## config.mk

```make
export PLATFORM = sky130hd
export DESIGN_NAME = uart_tx_buf
export DESIGN_NICKNAME = d
export VERILOG_FILES = /design/src/rtl/uart_pkg.sv /design/src/rtl/uart_fifo.sv /design/src/rtl/uart_tx_buf.sv
export SDC_FILE = /design/constraint.sdc
export NUM_CORES = 1
export LEC_CHECK = 0
export BUFFER_PORTS_ARGS = -buffer_cell sky130_fd_sc_hd__buf_2
export CAP_MARGIN = 10
export CORE_ASPECT_RATIO = 1.2
export CORE_MARGIN = 2
export CORE_UTILIZATION = 34
export CTS_CLUSTER_DIAMETER = 50
export DETAILED_ROUTE_END_ITERATION = 10
export PLACE_DENSITY = 0.52
export SLEW_MARGIN = 30
export SYNTH_ARGS = -nofsm -noshare
export SYNTH_HDL_FRONTEND = slang
export SYNTH_SLANG_ARGS = --single-unit
```

## constraint.sdc

```tcl
create_clock -name clk -period 6.1 [get_ports clk]
set_input_delay 0.915 -clock clk [delete_from_list [all_inputs] [get_ports clk]]
set_output_delay 0.915 -clock clk [all_outputs]
set_load 0.005 [all_outputs]
```

## src/rtl/uart_pkg.sv

```systemverilog
// Shared UART definitions: FSM state encoding, frame constants, parity helper.
// No logic of its own; imported by the transmitter and its FIFO.
package uart_pkg;

    typedef enum logic [2:0] {
        IDLE   = 3'd0,
        START  = 3'd1,
        DATA   = 3'd2,
        PARITY = 3'd3,
        STOP   = 3'd4
    } uart_state_e;

    localparam int   UART_DATA_BITS = 8;
    localparam logic UART_IDLE      = 1'b1;

    function automatic logic even_parity(input logic [UART_DATA_BITS-1:0] d);
        return ^d;
    endfunction

endpackage

```

## src/rtl/uart_fifo.sv

```systemverilog
// DEPTH x 8 synchronous FIFO, first-word-fall-through dout.
// Latency: written byte visible on dout the cycle after the write.
// Backpressure: write while full is accepted only alongside a pop; otherwise ignored.
module uart_fifo
    import uart_pkg::*;
#(
    parameter int DEPTH = 16
) (
    input  logic                      clk,
    input  logic                      rst,
    input  logic                      wr,
    input  logic                      rd,
    input  logic [UART_DATA_BITS-1:0] din,
    output logic [UART_DATA_BITS-1:0] dout,
    output logic                      empty,
    output logic                      full
);

    localparam int AW = $clog2(DEPTH);
    localparam int CW = AW + 1;

    logic [UART_DATA_BITS-1:0] mem [DEPTH];
    logic [AW-1:0]             wr_ptr;
    logic [AW-1:0]             rd_ptr;
    logic [CW-1:0]             count;
    logic [CW-1:0]             count_nxt;
    logic                      full_q;
    logic                      wr_acc;
    logic                      rd_acc;

    // A pop frees the slot the same cycle, so a full FIFO can still take a write.
    assign rd_acc    = rd & (count != '0);
    assign wr_acc    = wr & (~full_q | rd_acc);
    assign count_nxt = count + CW'(wr_acc) - CW'(rd_acc);

    always_ff @(posedge clk) begin
        if (rst) begin
            wr_ptr <= '0;
            rd_ptr <= '0;
            count  <= '0;
            full_q <= 1'b0;
        end else begin
            if (wr_acc) wr_ptr <= wr_ptr + AW'(1);
            if (rd_acc) rd_ptr <= rd_ptr + AW'(1);
            count  <= count_nxt;
            full_q <= (count_nxt == CW'(DEPTH));
        end
    end

    always_ff @(posedge clk) begin
        if (wr_acc) mem[wr_ptr] <= din;
    end

    assign dout  = mem[rd_ptr];
    assign empty = (count == '0);
    assign full  = full_q;

endmodule

```

## src/rtl/uart_tx_buf.sv

```systemverilog
// Buffered UART transmitter, one bit per clk; optional even parity with UART_TX_PARITY_EN.
// Latency: start bit on out one edge after the strobe edge when idle; frames run back-to-back.
// Backpressure: none upstream; writes into a full FIFO without a pop are dropped and set ovf.
module uart_tx_buf
    import uart_pkg::*;
#(
    parameter int DEPTH     = 16,
    parameter int STOP_BITS = 1
) (
    input  logic                      clk,
    input  logic                      rst,
    input  logic [UART_DATA_BITS-1:0] in,
    input  logic                      clk_in,
    output logic                      out,
    output logic                      busy,
    output logic                      full,
    output logic                      ovf
);

    localparam int BW = $clog2(UART_DATA_BITS);
    localparam logic [BW-1:0] LAST_BIT  = BW'(UART_DATA_BITS - 1);
    localparam logic          LAST_STOP = 1'(STOP_BITS - 1);

    uart_state_e               state_q, state_d;
    logic [UART_DATA_BITS-1:0] shift_q, shift_d;
    logic [BW-1:0]             bit_cnt_q, bit_cnt_d;
    logic                      stop_cnt_q, stop_cnt_d;
    logic                      out_q, out_d;
    logic                      clk_in_q;
    logic                      ovf_q;
    logic                      wr;
    logic                      load;
    logic                      fifo_empty;
    logic                      fifo_full;
    logic [UART_DATA_BITS-1:0] fifo_dout;
`ifdef UART_TX_PARITY_EN
    logic                      par_q, par_d;
`endif

    assign wr = clk_in & ~clk_in_q;

    uart_fifo #(.DEPTH(DEPTH)) u_fifo (
        .clk   (clk),
        .rst   (rst),
        .wr    (wr),
        .rd    (load),
        .din   (in),
        .dout  (fifo_dout),
        .empty (fifo_empty),
        .full  (fifo_full)
    );

    always_ff @(posedge clk) begin
        if (rst) begin
            state_q    <= IDLE;
            shift_q    <= '0;
            bit_cnt_q  <= '0;
            stop_cnt_q <= 1'b0;
            out_q      <= UART_IDLE;
            clk_in_q   <= 1'b0;
            ovf_q      <= 1'b0;
`ifdef UART_TX_PARITY_EN
            par_q      <= 1'b0;
`endif
        end else begin
            state_q    <= state_d;
            shift_q    <= shift_d;
            bit_cnt_q  <= bit_cnt_d;
            stop_cnt_q <= stop_cnt_d;
            out_q      <= out_d;
            clk_in_q   <= clk_in;
            ovf_q      <= ovf_q | (wr & fifo_full & ~load);
`ifdef UART_TX_PARITY_EN
            par_q      <= par_d;
`endif
        end
    end

    always_comb begin
        state_d    = state_q;
        shift_d    = shift_q;
        bit_cnt_d  = bit_cnt_q;
        stop_cnt_d = stop_cnt_q;
        out_d      = out_q;
        load       = 1'b0;
`ifdef UART_TX_PARITY_EN
        par_d      = par_q;
`endif
        case (state_q)
            IDLE: begin
                out_d = UART_IDLE;
                load  = ~fifo_empty;
            end
            START: begin
                out_d     = shift_q[0];
                shift_d   = shift_q >> 1;
                bit_cnt_d = '0;
                state_d   = DATA;
            end
            DATA: begin
                if (bit_cnt_q == LAST_BIT) begin
`ifdef UART_TX_PARITY_EN
                    out_d   = par_q;
                    state_d = PARITY;
`else
                    out_d      = UART_IDLE;
                    stop_cnt_d = 1'b0;
                    state_d    = STOP;
`endif
                end else begin
                    out_d     = shift_q[0];
                    shift_d   = shift_q >> 1;
                    bit_cnt_d = bit_cnt_q + BW'(1);
                end
            end
`ifdef UART_TX_PARITY_EN
            PARITY: begin
                out_d      = UART_IDLE;
                stop_cnt_d = 1'b0;
                state_d    = STOP;
            end
`endif
            STOP: begin
                if (stop_cnt_q == LAST_STOP) begin
                    load    = ~fifo_empty;
                    state_d = IDLE;
                end else begin
                    stop_cnt_d = stop_cnt_q + 1'b1;
                end
            end
            default: begin
                out_d   = UART_IDLE;
                state_d = IDLE;
            end
        endcase
        // Pop and start bit share one edge, giving back-to-back frames out of STOP.
        if (load) begin
            shift_d = fifo_dout;
            out_d   = ~UART_IDLE;
            state_d = START;
`ifdef UART_TX_PARITY_EN
            par_d   = even_parity(fifo_dout);
`endif
        end
    end

    assign out  = out_q;
    assign busy = (state_q != IDLE);
    assign full = fifo_full;
    assign ovf  = ovf_q;

endmodule

```

==> results of run 1 <==
routing by layer:
metal  GRT usage  up-vias  routed length [µm]
li1            -     1689                   -
met1       0.177     1865                6210
met2       0.236       62                7250
met3      0.0306       10                 382
met4      0.0469        0                 159
met5           0        -                   0
kinds of logic after synthesis:
logic type      Yosys count  share of synthesized area
compound gates           54                     0.0570
xor+xnor                  6                    0.00768
fa+ha+maj                14                     0.0267
buf+inv                  34                     0.0238
flops                   163                      0.664
mux                      47                      0.129
simple gates            102                     0.0914
placed cells by master, fill, tap and decap left out, types with 2 or more instances in the layout:
cell type  synthesis  layout
edfxtp_1         128     128
dfxtp_1           35      33
mux4_2            22      22
nor2_1            20      20
clkbuf_16          0      17
inv_1             15      15
nor2b_1           15      15
and2_1            14      14
buf_2              6      14
ha_1              13      13
a21oi_1           11      11
mux2i_1           10      10
nand2_1            8       8
nand3_1            8       8
mux4_1             8       8
o21ai_0            7       7
mux2_2             7       7
o211ai_1           7       7
a211o_1            7       7
o221ai_1           6       6
or4b_2             6       6
a211oi_1           6       6
and4_1             5       5
xor2_1             5       5
nor4b_1            4       4
or2_2              4       4
inv_8              0       4
inv_6              0       4
nand2b_1           3       3
a2111oi_0          3       3
clkinv_8           0       3
or3_1              2       2
nor4_1             2       2
nor3b_1            2       2
a21o_1             2       2
nand4_1            2       2
clkinv_4           0       2
power by group through the flow:
stage | Clock (mW) | Sequential (mW) | Combinational [mW]
final | 1.08 | 1.36 | 0.648
after floorplan | 0 | 1.34 | 0.519
after detailed placement | 0 | 1.38 | 0.647
after global routing | 1.15 | 1.37 | 0.718
after global placement | 0 | 1.38 | 0.634
after CTS | 1.10 | 1.36 | 0.652
final timing paths:
path	slack [ns]	cells after the start	end	start
setup / recovery	2.76	14	u_fifo.full	u_fifo.count[2]
hold / removal	0.46	2	bit_cnt_q[2]	bit_cnt_q[2]
setup reg to reg	2.76	14	u_fifo.full	u_fifo.count[2]
hold reg to reg	0.46	2	bit_cnt_q[2]	bit_cnt_q[2]
Yosys cell counts (3+ instances only):
master	number	area (µm²)
o211ai_1	7	52.6
and4_1	5	43.8
mux4_2	22	495
mux2_2	7	78.8
nor2b_1	15	93.8
nand2_1	8	30.0
o21ai_0	7	35.0
or4b_2	6	60.1
inv_1	15	56.3
dfxtp_1	35	701
edfxtp_1	128	3840
clkbuf_1	8	30.0
nand3_1	8	40.0
o221ai_1	6	52.6
nor4b_1	4	35.0
xor2_1	5	43.8
a211o_1	7	61.3
nor2_1	20	75.1
and2_1	14	87.6
buf_2	6	30.0
mux2i_1	10	100
or2_2	4	25.0
a2111oi_0	3	26.3
a211oi_1	6	45.0
mux4_1	8	210
nand2b_1	3	18.8
a21oi_1	11	55.1
ha_1	13	163
sequential cells by signal, indices dropped and copies added, names as in the netlist, named ones only:
register / flops
u_fifo.mem: 128
shift_q: 8
u_fifo.count: 5
u_fifo.rd_ptr: 4
u_fifo.wr_ptr: 4
bit_cnt_q: 3
state_q: 3
clk_in_q: 1
out: 1
ovf: 1
u_fifo.full: 1
critical path, stage by stage (launching register included):
cell,delay (ns)
dfxtp_1,0.33
inv_1,0.09
ha_1,0.16
or4b_1,0.59
nand2_1,0.26
inv_1,0.07
ha_1,0.29
inv_1,0.05
ha_1,0.15
inv_1,0.06
fa_1,0.39
nand2b_1,0.16
a21oi_1,0.16
o21ai_0,0.13
a2111oi_0,0.35
area by class of cell:
type	count	area, µm²	area share
Clock buffer	17	425	0.0549
Clock inverter	15	184	0.0237
Inverter	15	56.3	0.00726
Multi-Input combinational cell	223	2140	0.275
Sequential cell	163	4550	0.587
Tap cell	261	327	0.0421
Timing Repair Buffer	15	77.6	0.0100
through the flow:
stage | hold WS [ns] | utilization | setup slack, ns | total power, mW
after floorplan | 0.436 | - | 3.07 | 1.85
after global placement | 0.445 | 0.364 | 2.89 | 2.01
after detailed placement | 0.450 | 0.364 | 2.79 | 2.03
after CTS | 0.460 | 0.395 | 2.76 | 3.11
after global routing | 0.486 | 0.395 | 2.53 | 3.24
final | 0.461 | 0.395 | 2.76 | 3.09
==> run_results.csv, run 1 <==
group,metric,value,unit
status,status,"finished clean",
power_and_ir_drop,p_int,2.15,mW
power_and_ir_drop,seqPwrFrac,0.440,
power_and_ir_drop,comb_power_share,0.210,
clocking,root_buffer,"clkbuf_16",
die,rows,56,
timing,setup_tns,0,ns
timing,hold_viol,0,
timing,worst-slew-pin-transition,0.796,ns
routing,routed_wl,14000,µm
timing,maxSlewHeadroom,0.469,
die,fp.dieW,134,µm
timing,fmax,299,MHz
die,dieArea,0.0213,mm²
routing,drt_iter0_drc,226,
synth,yosysSeqAreaShare,0.664,
layout,num-fill-cells,1817,
layout,final_nets,460,
routing,viasPerCell,5.11,
clocking,htreeDepth,4,
timing,rsz0062_at_grt,"false",
place,gp_congestion,0.751,
worst_setup_path,worstPathArrival,3.65,ns
global_routing,grt_pass1_wl,22200,µm
clocking,ctsLongestPathBuffers,2,
synth,syn_inst,420,
power_and_ir_drop,p_switching,934,µW
power_and_ir_drop,leakage,2.56,nW
routing,antenna_left,0,
power_and_ir_drop,ir_worst_vdd,0.196,mV
synth,synth_ff_type,"edfxtp_1",
worst_setup_path,criticalPathCategory,"reg -> reg",
synth,synthArstFlopShare,0,
clocking,postCtsSetupRepairBufs,0,
die,start_util,0.349,
clocking,cts.repair.resized,0,
power_and_ir_drop,clkPwrFrac,0.350,
die,ios,15,
synth,syn_nets,445,
timing,final_max_slew_viol_count,0,
routing,dr.pass1.iters,4,
global_routing,first_global_vias,3758,
layout,layout-drive-gt1-share,0.203,
die,die_y,159,µm
place,post_dp_cell_area,0.00715,mm²
synth,ys_ff_latch,163,
global_routing,track_usage,0.139,
routing,post_drt_wl_per_cell,19.7,µm
global_routing,grt_max_degree,35,
layout,instances_no_fill,709,
timing,skew,0.0120,ns
worst_setup_path,worstPathMaxFanout,7,
synth,syn_area,0.00684,mm²
global_routing,grt_antenna_before_repair,1,
layout,n_antenna_cell,0,
synth,syn-mean-instance-area,16.3,µm²
global_routing,grt_overflow,0,
synth,synth_enable_flop_cells,128,
routing,vias,3626,
clocking,clk_pin_slew,0.07,ns
job,drv_cap,0,
synth,ys_types,51,
power_and_ir_drop,power_density,398,mW/mm²
clocking,cts_buffers,17,
place,dp.cells,677,
timing,period_share,0.548,
power_and_ir_drop,switching_share,0.303,
layout,post-route-cell-area,0.00775,mm²
layout,syn_to_final_growth,13.3,%
worst_setup_path,endpoint_kind,"flip-flop",
die,core,0.0196,mm²
place,port_buffers,14,
timing,setup_viol,0,
routing,drc,0,
timing,min_period,3.34,ns
clocking,clock_latency,0.43,ns
worst_setup_path,critPathRequiredTime,6.41,ns
place,dp_hpwl,9140,µm
synth,yosysWarnings,0,
clocking,cts.sinks,163,
worst_setup_path,startpoint_type,"flip-flop",
clocking,tritoncts,"yes",
clocking,holdBufCountCts,0,
hold_path,hold_path.class,"reg -> reg",
No activity file was read; power rests on OpenSTA's default activity.
==> run 2, diff against run 1 <==
==> constraint.sdc (replaced) <==
create_clock -name clk -period 3.5 [get_ports clk]
set_input_delay 0.525 -clock clk [delete_from_list [all_inputs] [get_ports clk]]
set_output_delay 0.525 -clock clk [all_outputs]
set_load 0.005 [all_outputs]
==> run_results.csv, run 2 (synthesis results as in run 1) <==
group,metric,value,unit
power_and_ir_drop,ir_worst_vdd,0.380,mV
global_routing,grt_antenna_before_repair,0,
die,start_util,0.349,
timing,setup_tns,0,ns
worst_setup_path,path_cells,"inv_1 -> ha_1 -> or4b_1 -> nand2_1 -> inv_1 -> ha_1 -> inv_1 -> ha_1 -> inv_1 -> fa_1 -> nand2b_1 -> a21oi_1 -> o21ai_0 -> a2111oi_0",
routing,drc,0,
worst_setup_path,criticalPathCategory,"reg -> reg",
layout,layout-drive-gt1-share,0.199,
layout,mostFrequentLayoutCells,"128 x edfxtp_1, 34 x dfxtp_1, 22 x mux4_2",
global_routing,track_usage,0.140,
place,pre_cts_ws,0.299,ns
layout,largestRegisters,"u_fifo.mem x128, shift_q x8, u_fifo.count x5",
global_routing,grt_overflow,0,
routing,post_drt_wl_per_cell,19.6,µm
worst_setup_path,crit_slowest_cell,"or4b_1",
layout,final-seq-area,0.00455,mm²
worst_setup_path,reg2reg_to,"u_fifo.full",
worst_setup_path,r2r_slack,0.27,ns
timing,period_share,0.923,
global_routing,first_global_vias,3815,
layout,num-fill-cells,1822,
place,post_dp_cell_area,0.00717,mm²
hold_path,holdPathStages,2,
worst_setup_path,crit_buf_inv,4,
timing,worst-slew-pin-transition,0.858,ns
clocking,tritoncts,"yes",
worst_setup_path,critPathRequiredTime,3.79,ns
routing,antenna_left,0,
die,core,0.0196,mm²
clocking,clock_latency,0.42,ns
routing,vias,3618,
worst_setup_path,worstPathArrival,3.52,ns
routing,routed_wl,14000,µm
timing,fmax,310,MHz
worst_setup_path,r2r_start,"u_fifo.count[3]",
routing,drt_iter0_drc,290,
timing,final_max_slew_viol_count,0,
power_and_ir_drop,leakage,2.58,nW
worst_setup_path,worstPathMaxFanout,6,
power_and_ir_drop,total_power,5.45,mW
clocking,root_buffer,"clkbuf_16",
job,drv_cap,0,
timing,maxSlewHeadroom,0.428,
timing,skew,0.0128,ns
worst_setup_path,r2r_cells,14,
timing,min_period,3.23,ns
die,dieArea,0.0213,mm²
clocking,cts.sinks,163,
place,port_buffers,14,
status,status,"finished clean",
timing,layout_setup_ws,0.269,ns
global_routing,grt_max_degree,31,
clocking,cts.repair.resized,0,
power_and_ir_drop,power_density,700,mW/mm²
clocking,postCtsSetupRepairBufs,0,
die,die_y,159,µm
worst_setup_path,startpoint_type,"flip-flop",
routing,viasPerCell,5.07,
clocking,cts_buffers,17,
routing,dr.pass1.iters,4,
layout,final_common_cell,"edfxtp_1",
layout,largest_reg_flops,128,
hold_path,hold_path.class,"in -> reg",
layout,multi_input_area,0.00214,mm²
clocking,holdBufCountCts,0,
worst_setup_path,cp_common_cell,"inv_1",
layout,post-route-cell-area,0.00778,mm²
hold_path,worstHoldStart,"clk_in",
die,ios,15,
place,dp_hpwl,9190,µm
layout,final_nets,464,
timing,rsz0062_at_grt,"false",
clocking,ctsLongestPathBuffers,2,
hold_path,hold_end,"clk_in_q",
layout,regMostFlops,"u_fifo.mem",
worst_setup_path,critPathMaxStageDelay,0.59,ns
clocking,clk_pin_slew,0.06,ns
die,rows,56,
die,fp.dieW,134,µm
worst_setup_path,cp_top_family,"adder cells",
worst_setup_path,endpoint_kind,"flip-flop",
place,gp_congestion,0.719,
layout,syn_to_final_growth,13.8,%
timing,setup_viol,0,
timing,hold_viol,0,
timing,whs,0.358,ns
clocking,htreeDepth,4,
global_routing,grt_pass1_wl,22100,µm
layout,n_antenna_cell,0,
==> run 2: cell count changes in the layout (fill, tap and decap cells not counted), sizes merged <==
cell	delta
clkbuf	+1
buf	+4
clkinvlp	+1
inv	-5
bufinv	+3
==> run 2: where the power goes <==
part           internal, mW  switching [mW]
clock                  1.19           0.744
sequential             2.21           0.142
combinational         0.529           0.634
==> run 2: worst max-delay path by stage <==
stage	end	cells past startpoint	slack, ns	startpoint
final	u_fifo.full	14	0.27	u_fifo.count[3]
after global routing	u_fifo.full	14	0.02	u_fifo.count[3]
after CTS	u_fifo.full	14	0.27	u_fifo.count[3]
after detailed placement	u_fifo.full	14	0.30	u_fifo.count[3]
after global placement	u_fifo.full	14	0.44	u_fifo.count[3]
after floorplan	u_fifo.full	15	0.47	u_fifo.count[3]
==> run 2: routing by layer <==
metal | global-route usage | up-vias | routed length (µm)
met5 | 0 | - | 0
met4 | 0.0551 | 0 | 208
met3 | 0.0283 | 12 | 422
met2 | 0.242 | 50 | 7310
met1 | 0.173 | 1858 | 6070
li1 | - | 1698 | -
==> run 2: worst reg2reg max path: cells and delay by family (launching register included) <==
kind,cells,cell delay [ns]
adders and majority gates,4,0.98
and+or+nand+nor,3,0.90
AOI/OAI and AO/OA,3,0.68
DFF,1,0.32
buffers and inverters,4,0.23
==> run 2: layout make-up <==
type,instances,area share
clock inverters,14,0.0236
multi-input cells,223,0.274
clock buffers,18,0.0551
inverters,15,0.00723
flip-flops and latches,163,0.584
repair buffers,19,0.0138
well taps,261,0.0419
==> run 2: stage by stage <==
| step | utilization | cells |
|---|---|---|
| 6_report | 0.397 | 713 |
| 5_1_grt | 0.397 | 713 |
| 4_1_cts | 0.397 | 713 |
| 3_5_place_dp | 0.366 | 681 |
| 3_3_place_gp | 0.366 | 681 |
| 2_1_floorplan | - | 420 |
